`src/rtl/exers.sv`:
```
// exers: integer execute reservation station.
//
// Holds dispatched non-memory, non-CSR micro-ops until both operands are
// ready, captures missing operands from the writeback bus by tag match, and
// issues one ready micro-op per cycle into a registered issue slot that
// honours ALU backpressure.
//
// Ports:
//   clk, rst                 clock, synchronous active-high reset
//   rename_exers_write       dispatch write request
//   rename_op/robid/rd/imm   micro-op fields from rename/dispatch
//   rename_op1ready/op1      operand 1 value (ready) or producer tag (not ready)
//   rename_op2ready/op2      operand 2 value (ready) or producer tag (not ready)
//   exers_stall              all entries occupied; dispatch is not accepted
//   wb_valid/robid/result    writeback (result) bus
//   alu_stall                ALU cannot accept an issue this cycle
//   exers_issue_*            registered issue slot toward the ALU
//   rob_flush                pipeline flush, same effect as rst
module exers #(
    parameter int DEPTH = 8,
    parameter int TAGW  = 7
) (
    input  logic            clk,
    input  logic            rst,
    input  logic            rename_exers_write,
    input  logic [4:0]      rename_op,
    input  logic [TAGW-1:0] rename_robid,
    input  logic [5:0]      rename_rd,
    input  logic            rename_op1ready,
    input  logic [31:0]     rename_op1,
    input  logic            rename_op2ready,
    input  logic [31:0]     rename_op2,
    input  logic [31:0]     rename_imm,
    output logic            exers_stall,
    input  logic            wb_valid,
    input  logic [TAGW-1:0] wb_robid,
    input  logic [31:0]     wb_result,
    input  logic            alu_stall,
    output logic            exers_issue_valid,
    output logic [4:0]      exers_issue_op,
    output logic [TAGW-1:0] exers_issue_robid,
    output logic [5:0]      exers_issue_rd,
    output logic [31:0]     exers_issue_op1,
    output logic [31:0]     exers_issue_op2,
    output logic [31:0]     exers_issue_imm,
    input  logic            rob_flush
);

    localparam int IDXW = (DEPTH > 1) ? $clog2(DEPTH) : 1;

    logic [DEPTH-1:0] ent_valid;
    logic [DEPTH-1:0] ent_rdy1;
    logic [DEPTH-1:0] ent_rdy2;
    logic [4:0]       ent_op    [DEPTH];
    logic [TAGW-1:0]  ent_robid [DEPTH];
    logic [5:0]       ent_rd    [DEPTH];
    logic [31:0]      ent_val1  [DEPTH];
    logic [31:0]      ent_val2  [DEPTH];
    logic [31:0]      ent_imm   [DEPTH];

    logic             clear;
    logic             write_en;
    logic [DEPTH-1:0] eligible;
    logic             any_elig;
    logic             issue_load;
    logic [IDXW-1:0]  free_idx;
    logic [IDXW-1:0]  sel_idx;

    logic             wr_match1;
    logic             wr_match2;
    logic             wr_rdy1;
    logic             wr_rdy2;
    logic [31:0]      wr_val1;
    logic [31:0]      wr_val2;

    assign clear       = rst | rob_flush;
    assign exers_stall = &ent_valid;
    assign write_en    = rename_exers_write & ~exers_stall;
    assign eligible    = ent_valid & ent_rdy1 & ent_rdy2;
    assign any_elig    = |eligible;
    assign issue_load  = (~exers_issue_valid | ~alu_stall) & any_elig;

    // A not-ready operand whose tag is on the bus this very cycle would
    // otherwise miss its only wakeup, so it is captured on the way in.
    assign wr_match1 = wb_valid & (rename_op1[TAGW-1:0] == wb_robid);
    assign wr_match2 = wb_valid & (rename_op2[TAGW-1:0] == wb_robid);
    assign wr_rdy1   = rename_op1ready | wr_match1;
    assign wr_rdy2   = rename_op2ready | wr_match2;
    assign wr_val1   = (!rename_op1ready && wr_match1) ? wb_result : rename_op1;
    assign wr_val2   = (!rename_op2ready && wr_match2) ? wb_result : rename_op2;

    // Lowest-index free slot and lowest-index eligible entry. Scanning
    // downward lets the lowest index overwrite any higher one.
    always_comb begin
        free_idx = '0;
        sel_idx  = '0;
        for (int i = DEPTH - 1; i >= 0; i--) begin
            if (!ent_valid[i]) free_idx = IDXW'(i);
            if (eligible[i])   sel_idx  = IDXW'(i);
        end
    end

    // Entry storage. A not-ready operand keeps its tag in the low bits of
    // its value field until the matching result arrives. The slot being
    // written is free, so it can never be the entry selected for issue.
    always_ff @(posedge clk) begin
        if (clear) begin
            ent_valid <= '0;
        end else begin
            for (int i = 0; i < DEPTH; i++) begin
                if (write_en && free_idx == IDXW'(i)) begin
                    ent_valid[i] <= 1'b1;
                    ent_op[i]    <= rename_op;
                    ent_robid[i] <= rename_robid;
                    ent_rd[i]    <= rename_rd;
                    ent_rdy1[i]  <= wr_rdy1;
                    ent_val1[i]  <= wr_val1;
                    ent_rdy2[i]  <= wr_rdy2;
                    ent_val2[i]  <= wr_val2;
                    ent_imm[i]   <= rename_imm;
                end else begin
                    if (issue_load && sel_idx == IDXW'(i)) begin
                        ent_valid[i] <= 1'b0;
                    end
                    if (wb_valid && ent_valid[i] && !ent_rdy1[i] &&
                        ent_val1[i][TAGW-1:0] == wb_robid) begin
                        ent_rdy1[i] <= 1'b1;
                        ent_val1[i] <= wb_result;
                    end
                    if (wb_valid && ent_valid[i] && !ent_rdy2[i] &&
                        ent_val2[i][TAGW-1:0] == wb_robid) begin
                        ent_rdy2[i] <= 1'b1;
                        ent_val2[i] <= wb_result;
                    end
                end
            end
        end
    end

    // Issue slot: refills whenever it is empty or being consumed, empties
    // when consumed with nothing to replace it, and holds under alu_stall.
    always_ff @(posedge clk) begin
        if (clear) begin
            exers_issue_valid <= 1'b0;
            exers_issue_op    <= '0;
            exers_issue_robid <= '0;
            exers_issue_rd    <= '0;
            exers_issue_op1   <= '0;
            exers_issue_op2   <= '0;
            exers_issue_imm   <= '0;
        end else if (issue_load) begin
            exers_issue_valid <= 1'b1;
            exers_issue_op    <= ent_op[sel_idx];
            exers_issue_robid <= ent_robid[sel_idx];
            exers_issue_rd    <= ent_rd[sel_idx];
            exers_issue_op1   <= ent_val1[sel_idx];
            exers_issue_op2   <= ent_val2[sel_idx];
            exers_issue_imm   <= ent_imm[sel_idx];
        end else if (!alu_stall) begin
            exers_issue_valid <= 1'b0;
        end
    end

endmodule

```
`config.mk`:
```
export PLATFORM = sky130hd
export DESIGN_NAME = exers
export DESIGN_NICKNAME = d
export VERILOG_FILES = /design/src/rtl/exers.sv
export SDC_FILE = /design/constraint.sdc
export NUM_CORES = 2
export LEC_CHECK = 0
export CAP_MARGIN = 20
export CORE_MARGIN = 3
export CORE_UTILIZATION = 55
export CTS_CLUSTER_SIZE = 20
export DETAILED_ROUTE_END_ITERATION = 10
export PLACE_DENSITY = 0.77
export SLEW_MARGIN = 20
export SYNTH_ARGS = -nofsm -noshare
export SYNTH_HDL_FRONTEND = slang
export SYNTH_SLANG_ARGS = --single-unit
export TNS_END_PERCENT = 30
```
`constraint.sdc`:
```
create_clock -name clk -period 6.9 [get_ports clk]
set_input_delay 1.38 -clock clk [delete_from_list [all_inputs] [get_ports clk]]
set_output_delay 1.38 -clock clk [all_outputs]
set_load 0.02 [all_outputs]
```
==> reports/results.tsv <==
metric	value	unit
Yosys Warn Count	0	
Fillers	6150	
asr flop ratio synth	0	%
sequential share of power	52.8	%
most frequent cells in the layout	edfxtp_1 (928), nor2_1 (542), a21oi_1 (520)	
CTS tree	yes	
most common cell after layout, fill and taps aside	edfxtp_1	
clk sinks	1051	
area grow syn2layout	15.6	%
cts hold-fix bufs	0	
first-iteration detailed-routing DRC count	5311	
R2R Path Start	ent_valid[2]	
post-synthesis sequential area ratio	64.5	%
share of cells above drive strength 1	12.1	%
share of total power in combinational logic	4.1	%
setup TNS	0	ns
Hold Path Origin	ent_val1[2][28]	
grt ovf	0	
Placed Instances	4953	
Final min period	4.58	ns
synthesized cell area	0.0470	sq mm
antenna-violating nets left	0	
dpl ws	1.71	ns
Setup WS post-layout	2.32	ns
Ports	277	
first-pass GRT wire length	214000	um
die area	0.0890	sq mm
Final Slew Violations	0	
Critical Path Source	wb_robid[1]	
Avg Inst Size Synth	12.4	sq um
Max rail drop VDD	202	uV
# Max-Cap Violations	0	
CP startpoint kind	primary input	
die width	298	um
clk buf depth	3	
area leader, netlist	edfxtp_1	
Final Skew	0.0468	ns
top_reg_cell synth	edfxtp_1	
core area	0.0841	sq mm
vias in the first global route	32600	
Overall Global Routing Usage	32.3	%
WP data required	7.30	ns
count of final setup violators	0	
multi-input combinational cell area	0.0155	sq mm
wire per inst	28.6	um
worst-path fanout max	36	
net switching share of the total power	21.3	%
Setup crit end kind	flip-flop	
Arr. time, crit path	4.98	ns
initial antenna violation count	7	
Clk pin slew, worst setup/hold paths	0.06	ns
largest net degree at the start of global routing	113	
Min-Delay Path Class	reg2reg	
IO Port Bufs	276	
Resized cells post-CTS	0	
max_slew headroom	23.3	%
DRC errors left	0	
final net count	4090	
unrepaired setup endpoints after global routing	no	
crit path kind	in2reg	
Register Area	0.0303	sq mm
FP Rows	106	
Clock Power Share	43.2	%
Distinct cells, synth	66	
die span in y	298	um
initial core utilization	55.9	%
run status	finished, final reports clean	
GPL Wtd Cong	0.968	
routed via count	34100	
setup bufs post-CTS	0	
Syn Nets	3938	
Post-DP HPWL	87300	um
synthesized flop and latch total	1051	
vias per inst	6.60	
TritonCTS Buffers	106	
Clock Latency Late Sink	0.69	ns
leak pwr	0.0189	uW
EDFF count, synth	928	
share of the synthesized area in the top cell type	59.3	%
Power Density	243	mW/mm^2
actual slew at the worst max-slew pin	1.15	ns
clock root cell	clkbuf_16	
internal power	10400	uW
max frequency	0.218	GHz
Hold Vio Cnt, Final	0	
fin cells	5157	
Fin Hold WS	0.468	ns
Final Util	64.6	%
htree depth	3	
synth top area cells	edfxtp_1 (59%), mux2i_1 (5.7%), a21oi_1 (5.6%)	
Psw	2810	uW
Routed WL	148000	um
Syn Inst Count	3777	
part of the cycle the worst path needs	66.4	%
DR pass1 iterations	7	
## per-stage QoR
| stage | area [sq um] | power [uW] |
|---|---|---|
| 6_report | 54300 | 13200 |
| 2_1_floorplan | 47000 | 7350 |
| 3_3_place_gp | 50800 | 7590 |
| 5_1_grt | 54300 | 13500 |
| 3_5_place_dp | 50800 | 7610 |
| 4_1_cts | 54200 | 13200 |
## sequential cells by signal, indices dropped and copies added (netlist names), 5 cells and up
register	cells
ent_imm	256
ent_op	40
ent_rd	48
ent_rdy1	8
ent_rdy2	8
ent_robid	56
ent_val1	256
ent_val2	256
ent_valid	8
exers_issue_imm	32
exers_issue_op	5
exers_issue_op1	32
exers_issue_op2	32
exers_issue_rd	6
exers_issue_robid	7
## worst max-delay path, cell delays in order
cell	delay, ns
clkdlybuf4s50_1	0.93
buf_4	0.36
xnor2_1	0.17
nand2_1	0.07
or3b_2	0.46
or4_2	0.90
buf_4	0.40
nor2_1	0.18
a21oi_1	0.09
## Yosys cell counts, types with 5 or more instances
| master | count |
|---|---|
| edfxtp_1 | 928 |
| nor2_1 | 545 |
| a21oi_1 | 522 |
| mux2i_1 | 268 |
| clkbuf_1 | 202 |
| mux2_2 | 154 |
| nand2_1 | 152 |
| dfxtp_1 | 123 |
| xnor2_1 | 106 |
| buf_2 | 80 |
| and3_1 | 69 |
| o211ai_1 | 64 |
| a221oi_1 | 62 |
| buf_1 | 49 |
| nand4_1 | 35 |
| o21ai_0 | 33 |
| a22oi_1 | 32 |
| a31oi_1 | 29 |
| nand3_1 | 29 |
| a211oi_1 | 27 |
| a21o_1 | 27 |
| a222oi_1 | 27 |
| o22a_1 | 26 |
| xor2_1 | 20 |
| nand2b_1 | 16 |
| or4_1 | 16 |
| or3_1 | 14 |
| a311oi_1 | 13 |
| inv_1 | 13 |
| o221ai_1 | 13 |
| a221o_1 | 10 |
| o22ai_1 | 10 |
| nor3_1 | 8 |
| or3b_2 | 6 |
| o31ai_1 | 5 |
## routing by layer
| layer | GRT usage, % | vias to the layer above | wire length (um) |
|---|---|---|---|
| met1 | 43.5 | 16400 | 53400 |
| met2 | 50.0 | 2683 | 66500 |
| li1 | - | 14500 | - |
| met3 | 8.34 | 469 | 20500 |
| met5 | 0 | - | 53 |
| met4 | 13.9 | 8 | 7050 |
## power by group through the flow
stage          combinational (uW)  clock (uW)  sequential (uW)
3_5_place_dp                  518           0             7090
4_1_cts                       521        5710             6960
5_1_grt                       568        5960             6960
2_1_floorplan                 255           0             7090
6_report                      537        5690             6960
3_3_place_gp                  503           0             7090
## area by class of cell
class	instances	share of cell area [%]
clock buffer	139	5.33
tap	1134	2.61
clock inverter	59	1.00
multi-input combinational	2376	28.5
antenna	4	0.0184
sequential	1051	55.8
timing repair buffer	381	6.65
inverter	13	0.0944
## path summary, 6_finish.rpt
kind                            slack, ns  depth (start not counted)                   to
worst max-delay path                 2.32                          9      ent_val2[6][31]
worst min-delay path                 0.47                          2  exers_issue_op1[28]
worst max register to register       3.03                          8  exers_issue_op1[20]
worst min register to register       0.47                          2  exers_issue_op1[28]
## logic make-up after synthesis
| group | after synthesis | share of synthesized area, % |
|---|---|---|
| buf+inv | 350 | 3.07 |
| mux | 422 | 9.40 |
| xor+xnor | 126 | 2.35 |
| compound gates | 916 | 12.1 |
| simple gates | 912 | 8.53 |
| flops | 1051 | 64.5 |
Power figures use the tool's default switching activity.
